## src/rtl/updown_arb_pkg.sv

```systemverilog
// Shared types and helpers for the updown_arb counter scheduler.
// Holds the FSM state type, the default counter width and the round-robin search.
package updown_arb_pkg;

  typedef enum logic [1:0] {
    IDLE = 2'd0,
    RUN  = 2'd1,
    DONE = 2'd2
  } state_t;

  localparam int W_DEFAULT = 4;
  localparam int NREQ_MAX  = 8;

  // Returns {found, index}: first set bit of req_vec after ptr, wrapping modulo nreq.
  function automatic logic [3:0] rr_next(input logic [7:0] req_vec,
                                         input logic [2:0] ptr,
                                         input int         nreq);
    logic       found;
    logic [2:0] idx;
    int         cand;
    found = 1'b0;
    idx   = 3'd0;
    for (int k = 1; k <= NREQ_MAX; k++) begin
      cand = (int'(ptr) + k) % nreq;
      if (!found && (k <= nreq) && req_vec[cand[2:0]]) begin
        found = 1'b1;
        idx   = cand[2:0];
      end
    end
    return {found, idx};
  endfunction

endpackage

```

## src/rtl/updown_arb_core.sv

```systemverilog
// Shared W-bit up/down counter used by updown_arb; load takes priority over count enable.
module updown_core #(
  parameter int W = 4
) (
  input  logic         clk,
  input  logic         rst,
  input  logic         load,
  input  logic [W-1:0] load_val,
  input  logic         en,
  input  logic         up,
  output logic [W-1:0] count
);

  logic [W-1:0] r_count;

  always_ff @(posedge clk) begin
    if (rst) begin
      r_count <= '0;
    end else if (load) begin
      r_count <= load_val;
    end else if (en) begin
      r_count <= up ? (r_count + W'(1)) : (r_count - W'(1));
    end
  end

  assign count = r_count;

endmodule

```

## src/rtl/updown_arb.sv

```systemverilog
// Round-robin scheduler granting one shared up/down counter to NREQ requesters.
// Optional macro UPDOWN_ARB_ABORT_EN: owner dropping req during RUN aborts the run.
module updown_arb
  import updown_arb_pkg::*;
#(
  parameter int NREQ = 4,
  parameter int W    = W_DEFAULT
) (
  input  logic                     clk,
  input  logic                     rst,
  input  logic [NREQ-1:0]          req,
  input  logic [NREQ-1:0]          dir,
  input  logic [NREQ*W-1:0]        len,
  output logic [NREQ-1:0]          grant,
  output logic                     busy,
  output logic [W-1:0]             count,
  output logic                     done,
  output logic [$clog2(NREQ)-1:0]  done_id
);

  localparam int IDW = $clog2(NREQ);

  state_t          r_state,   w_state_next;
  logic [IDW-1:0]  r_owner,   w_owner_next;
  logic [W-1:0]    r_target,  w_target_next;
  logic            r_up,      w_up_next;
  logic [NREQ-1:0] r_grant,   w_grant_next;
  logic            r_busy,    w_busy_next;
  logic            r_done,    w_done_next;
  logic [IDW-1:0]  r_done_id, w_done_id_next;
  logic [IDW-1:0]  r_rr_ptr,  w_rr_ptr_next;

  logic [7:0]      w_req_ext;
  logic [3:0]      w_pick;
  logic            w_found;
  logic [2:0]      w_pick_idx;
  logic [IDW-1:0]  w_win;
  logic [W-1:0]    w_win_len;
  logic            w_load;
  logic [W-1:0]    w_load_val;
  logic            w_en;
  logic [W-1:0]    w_count;

  always_comb begin
    w_req_ext           = '0;
    w_req_ext[NREQ-1:0] = req;
  end

  assign w_pick     = rr_next(w_req_ext, 3'(r_rr_ptr), NREQ);
  assign w_found    = w_pick[3];
  assign w_pick_idx = w_pick[2:0];
  assign w_win      = IDW'(w_pick_idx);
  assign w_win_len  = len[w_win*W +: W];

  always_comb begin
    w_state_next   = r_state;
    w_owner_next   = r_owner;
    w_target_next  = r_target;
    w_up_next      = r_up;
    w_grant_next   = r_grant;
    w_busy_next    = r_busy;
    w_done_next    = 1'b0;
    w_done_id_next = r_done_id;
    w_rr_ptr_next  = r_rr_ptr;
    w_load         = 1'b0;
    w_load_val     = '0;
    w_en           = 1'b0;

    case (r_state)
      IDLE: begin
        if (w_found) begin
          // Up runs count 0..len, down runs count len..0.
          w_owner_next  = w_win;
          w_up_next     = dir[w_win];
          w_target_next = dir[w_win] ? w_win_len : '0;
          w_load        = 1'b1;
          w_load_val    = dir[w_win] ? '0 : w_win_len;
          w_grant_next  = NREQ'(1) << w_win;
          w_busy_next   = 1'b1;
          w_rr_ptr_next = w_win;
          w_state_next  = RUN;
        end
      end
      RUN: begin
`ifdef UPDOWN_ARB_ABORT_EN
        if (!req[r_owner]) begin
          w_grant_next = '0;
          w_busy_next  = 1'b0;
          w_state_next = IDLE;
        end else
`endif
        if (w_count == r_target) begin
          w_done_next    = 1'b1;
          w_done_id_next = r_owner;
          w_state_next   = DONE;
        end else begin
          w_en = 1'b1;
        end
      end
      DONE: begin
        w_grant_next = '0;
        w_busy_next  = 1'b0;
        w_state_next = IDLE;
      end
      default: begin
        w_grant_next = '0;
        w_busy_next  = 1'b0;
        w_state_next = IDLE;
      end
    endcase
  end

  always_ff @(posedge clk) begin
    if (rst) begin
      r_state   <= IDLE;
      r_owner   <= '0;
      r_target  <= '0;
      r_up      <= 1'b0;
      r_grant   <= '0;
      r_busy    <= 1'b0;
      r_done    <= 1'b0;
      r_done_id <= '0;
      r_rr_ptr  <= IDW'(NREQ - 1);
    end else begin
      r_state   <= w_state_next;
      r_owner   <= w_owner_next;
      r_target  <= w_target_next;
      r_up      <= w_up_next;
      r_grant   <= w_grant_next;
      r_busy    <= w_busy_next;
      r_done    <= w_done_next;
      r_done_id <= w_done_id_next;
      r_rr_ptr  <= w_rr_ptr_next;
    end
  end

  updown_core #(
    .W(W)
  ) u_core (
    .clk      (clk),
    .rst      (rst),
    .load     (w_load),
    .load_val (w_load_val),
    .en       (w_en),
    .up       (r_up),
    .count    (w_count)
  );

  assign grant   = r_grant;
  assign busy    = r_busy;
  assign count   = w_count;
  assign done    = r_done;
  assign done_id = r_done_id;

endmodule

```

## config.mk

```make
export PLATFORM = sky130hd
export DESIGN_NAME = updown_arb
export DESIGN_NICKNAME = d
export VERILOG_FILES = /design/src/rtl/updown_arb_pkg.sv /design/src/rtl/updown_arb_core.sv /design/src/rtl/updown_arb.sv
export SDC_FILE = /design/constraint.sdc
export NUM_CORES = 1
export LEC_CHECK = 0
export ABC_AREA = 1
export CAP_MARGIN = 20
export CORE_MARGIN = 3
export CORE_UTILIZATION = 50
export DETAILED_ROUTE_END_ITERATION = 7
export GPL_TIMING_DRIVEN = 0
export PLACE_DENSITY = 0.92
export SLEW_MARGIN = 20
export SYNTH_ARGS = -nofsm -noshare
export SYNTH_HDL_FRONTEND = slang
export SYNTH_SLANG_ARGS = --single-unit
```

## constraint.sdc

```tcl
create_clock -name clk -period 2.05 [get_ports clk]
set_input_delay 0.3075 -clock clk [delete_from_list [all_inputs] [get_ports clk]]
set_output_delay 0.3075 -clock clk [all_outputs]
set_load 0.03 [all_outputs]
```

==> summary.md <==
| Metric | Value |
|---|---|
| Crit start category | flop |
| Crit path from | r_rr_ptr[0]$_SDFFE_PP1P_ |
| Area growth, synth to finish | 42.21% |
| Largest stage delay, worst path | 0.38 ns |
| Slowest cell on the critical path | dfxtp_2 |
| Status | completed |
| Arr. time, crit path | 2.29 ns |
| Tmin final | 2.050 ns |
| Gr ovfl total | 0 |
| Largest net degree at the start of global routing | 13 |
| Slew headroom | 0.7053 |
| Most frequent cells in the layout | nand2_1 (67), clkdlybuf4s50_1 (35), inv_1 (27), dfxtp_1 (21), nand3_1 (17) |
| Overall die height | 62.69 µm |
| GRT Util Overall | 0.1858 |
| Min-delay worst type | reg2reg |
| Die X | 62.69 µm |
| Total core area | 2900 µm² |
| Post-synthesis sequential area ratio | 0.2866 |
| Die ar. | 3929 µm² |
| Clk_skew | 0.004480 ns |
| Final setup viols | 0 |
| Drt pass-1 iters | 5 |
| Setup TNS | 0 ns |
| Via Count | 1802 |
| Final hold violation count | 0 |
| Critical path cell sequence | inv_4 > buf_8 > nand2_4 > nand2_4 > nand2_4 > nand2_4 > nor2_4 > nand2_1 > nor2_1 > a21oi_4 > nand3_1 > nand2_1 > nor2_2 > nand3_1 > a21oi_2 |
| Final HPWL DP | 2920 µm |
| Final Total Pwr | 4.430 mW |
| Remaining antenna violation count after routing | 0 |
| Critical path data required time | 2.29 ns |
| Pre-CTS setup slack | -0.2687 ns |
| Fin worst setup slack | 0.0003477 ns |
| Row cnt | 19 |
| Final worst path period share | 0.9998 |
| Initial antenna violation count | 0 |
| Routed wire length | 4355 µm |
| DRT iter0 DRCs | 122 |
| CTS Root Buffer Type | clkbuf_4 |
| FMAX | 487.9 MHz |
| Synth Register Bits | 23 |
| Synth warn | 0 |
| Non-filler cells, final | 338 |
| Top cell by count, worst path | nand2_4 |
| Post-Synthesis Net Count | 274 |
| DR WL/cell | 12.88 µm |
| Buffers & Inverters on Critical Path | 2 |
| Inst Count DP | 324 |
| Layout cell share with drive strength beyond 1 | 0.2264 |
| TritonCTS buffer count | 3 |
| Clock-pin slew on the worst setup and hold paths | 0.12 ns |
| CTS Buffer Depth | 2 |
| H-tree levels | 1 |
| Vias in the first global route | 1491 |
| Leak | 1.077 nW |
| Routability cong. | 0.9021 |
| Post-synth cell types | 26 |
| Max-slew violations | 0 |
| Least-Margin Pin Slew | 0.4420 ns |
| Clk Latency, worst-skew pair | 0.30 ns |
| Nets | 326 |
| Clock Sinks | 23 |
| Min-Delay Startpoint | done_id[0]$_SDFFE_PP0P_ |
| Mean number of vias per cell | 5.331 |
| Port Buf Inserts | 37 |
| # diodes | 0 |
| TritonCTS clock tree | built |
| Reg-to-Reg Start | r_rr_ptr[0]$_SDFFE_PP1P_ |
| Hold_ws | 0.4568 ns |
| Syn Area/Cell | 6.557 µm² |
| Max-cap violations | 0 |
| I/O pin count | 38 |
| Setup crit end kind | flop |
| Pwr dens | 1939 nW/µm² |
| IR Drop Worst-Case VDD | 1069 µV |
| Post-Synthesis Cell Area | 1607 µm² |
| Detailed-route DRC error count | 0 |
| Crit path max fanout | 7 |
| First-pass GRT wire length | 6120 µm |
| Initial Utilization | 0.5539 |
| Crit path kind | reg2reg |
| RSZ-0062 raised after global routing | yes |
| Commonest non-fill, non-tap cell in the layout | nand2_1 |
| Syn Inst Count | 245 |
| Family with the most delay on the worst path | simple AND/OR/NAND/NOR gates |
## routing by layer
| layer | wire (µm) | GRT usage | up-vias | share of wire |
|---|---|---|---|---|
| li1 | - | - | 890 | - |
| met1 | 1796 | 0.2415 | 812 | 0.41 |
| met2 | 2172 | 0.3063 | 92 | 0.50 |
| met3 | 305 | 0.01439 | 8 | 0.070 |
| met4 | 80 | 0.09642 | 0 | 0.018 |
| met5 | 0 | 0 | - | 0 |
## path summary, 6_finish.rpt
kind,end,slack (ns),cells after the start
setup reg to reg,r_target[3]$_SDFFE_PP0P_,0.0003,15
setup / recovery,r_target[3]$_SDFFE_PP0P_,0.0003,15
hold reg to reg,done_id[0]$_SDFFE_PP0P_,0.46,2
hold / removal,done_id[0]$_SDFFE_PP0P_,0.46,2
## tightest hold or removal path: stages (launching register included)
cell,delay [ns]
dfxtp_1,0.33
inv_1,0.05
a21oi_1,0.05
## logic make-up (layout without fill, tap and decap cells)
family,count (synthesis),after routing,synth area share
buf+inv,38,89,0.1059
xor+xnor,7,7,0.03816
flops,23,23,0.2866
compound gates,32,32,0.1160
fa+ha+maj,3,3,0.02804
simple gates,142,142,0.4252
## registers in the layout, summed over array words and instances, names as in the netlist
register / cells
u_core.count: 4
busy: 1
done_id: 2
r_state: 2
done: 1
r_up: 1
r_rr_ptr: 2
r_owner: 2
r_target: 4
grant: 4
## cell usage after synthesis
master,n,area [µm²]
o21ai_0,11,55.05
nor2_2,3,18.77
nand2_4,2,22.52
nand3_2,1,10.01
fa_1,1,20.02
inv_2,4,15.01
xor2_1,1,8.760
ha_1,2,25.02
a21oi_2,5,43.79
nand4_1,8,50.05
buf_6,3,33.78
nor2_4,1,11.26
nand3_1,18,90.09
nand2_2,10,62.56
inv_1,28,105.1
nor2_1,13,48.80
nand2_1,79,296.5
clkbuf_1,1,3.750
buf_4,1,7.510
nand3b_1,5,37.54
xnor2_1,6,52.55
nand3_4,2,35.03
dfxtp_1,23,460.4
buf_2,1,5.000
a21oi_1,13,65.06
o211ai_1,3,22.52
## through the flow
step,instance area [µm²],util
finish,2285,0.7877
global route,2285,0.7877
CTS,2056,0.7088
detailed placement,2029,0.6997
global placement,2029,0.6997
floorplan,1607,-
## report_power, final
| part | internal, mW | switching, mW | total [mW] |
|---|---|---|---|
| Combinational | 1.33 | 2.15 | 3.48 |
| Clock | 0.0758 | 0.128 | 0.204 |
| Sequential | 0.616 | 0.131 | 0.746 |
| Total | 2.02 | 2.41 | 4.43 |
## timing repair
action | 4_1_cts | 5_1_grt
hold buffers | 0 | 0
endpoints found under the setup margin | 0 | 16
gates resized for setup | 0 | 41
setup buffers | 0 | 8
## area by class of cell
class,instances,area (µm²)
multi-input combinational,184,1096
fill,206,615.6
sequential,23,465.4
timing repair buffer,47,465.4
inverter,32,122.6
buffer,6,56.30
tap,42,52.55
clock buffer,4,26.28
(Power assumes the default switching activity.)
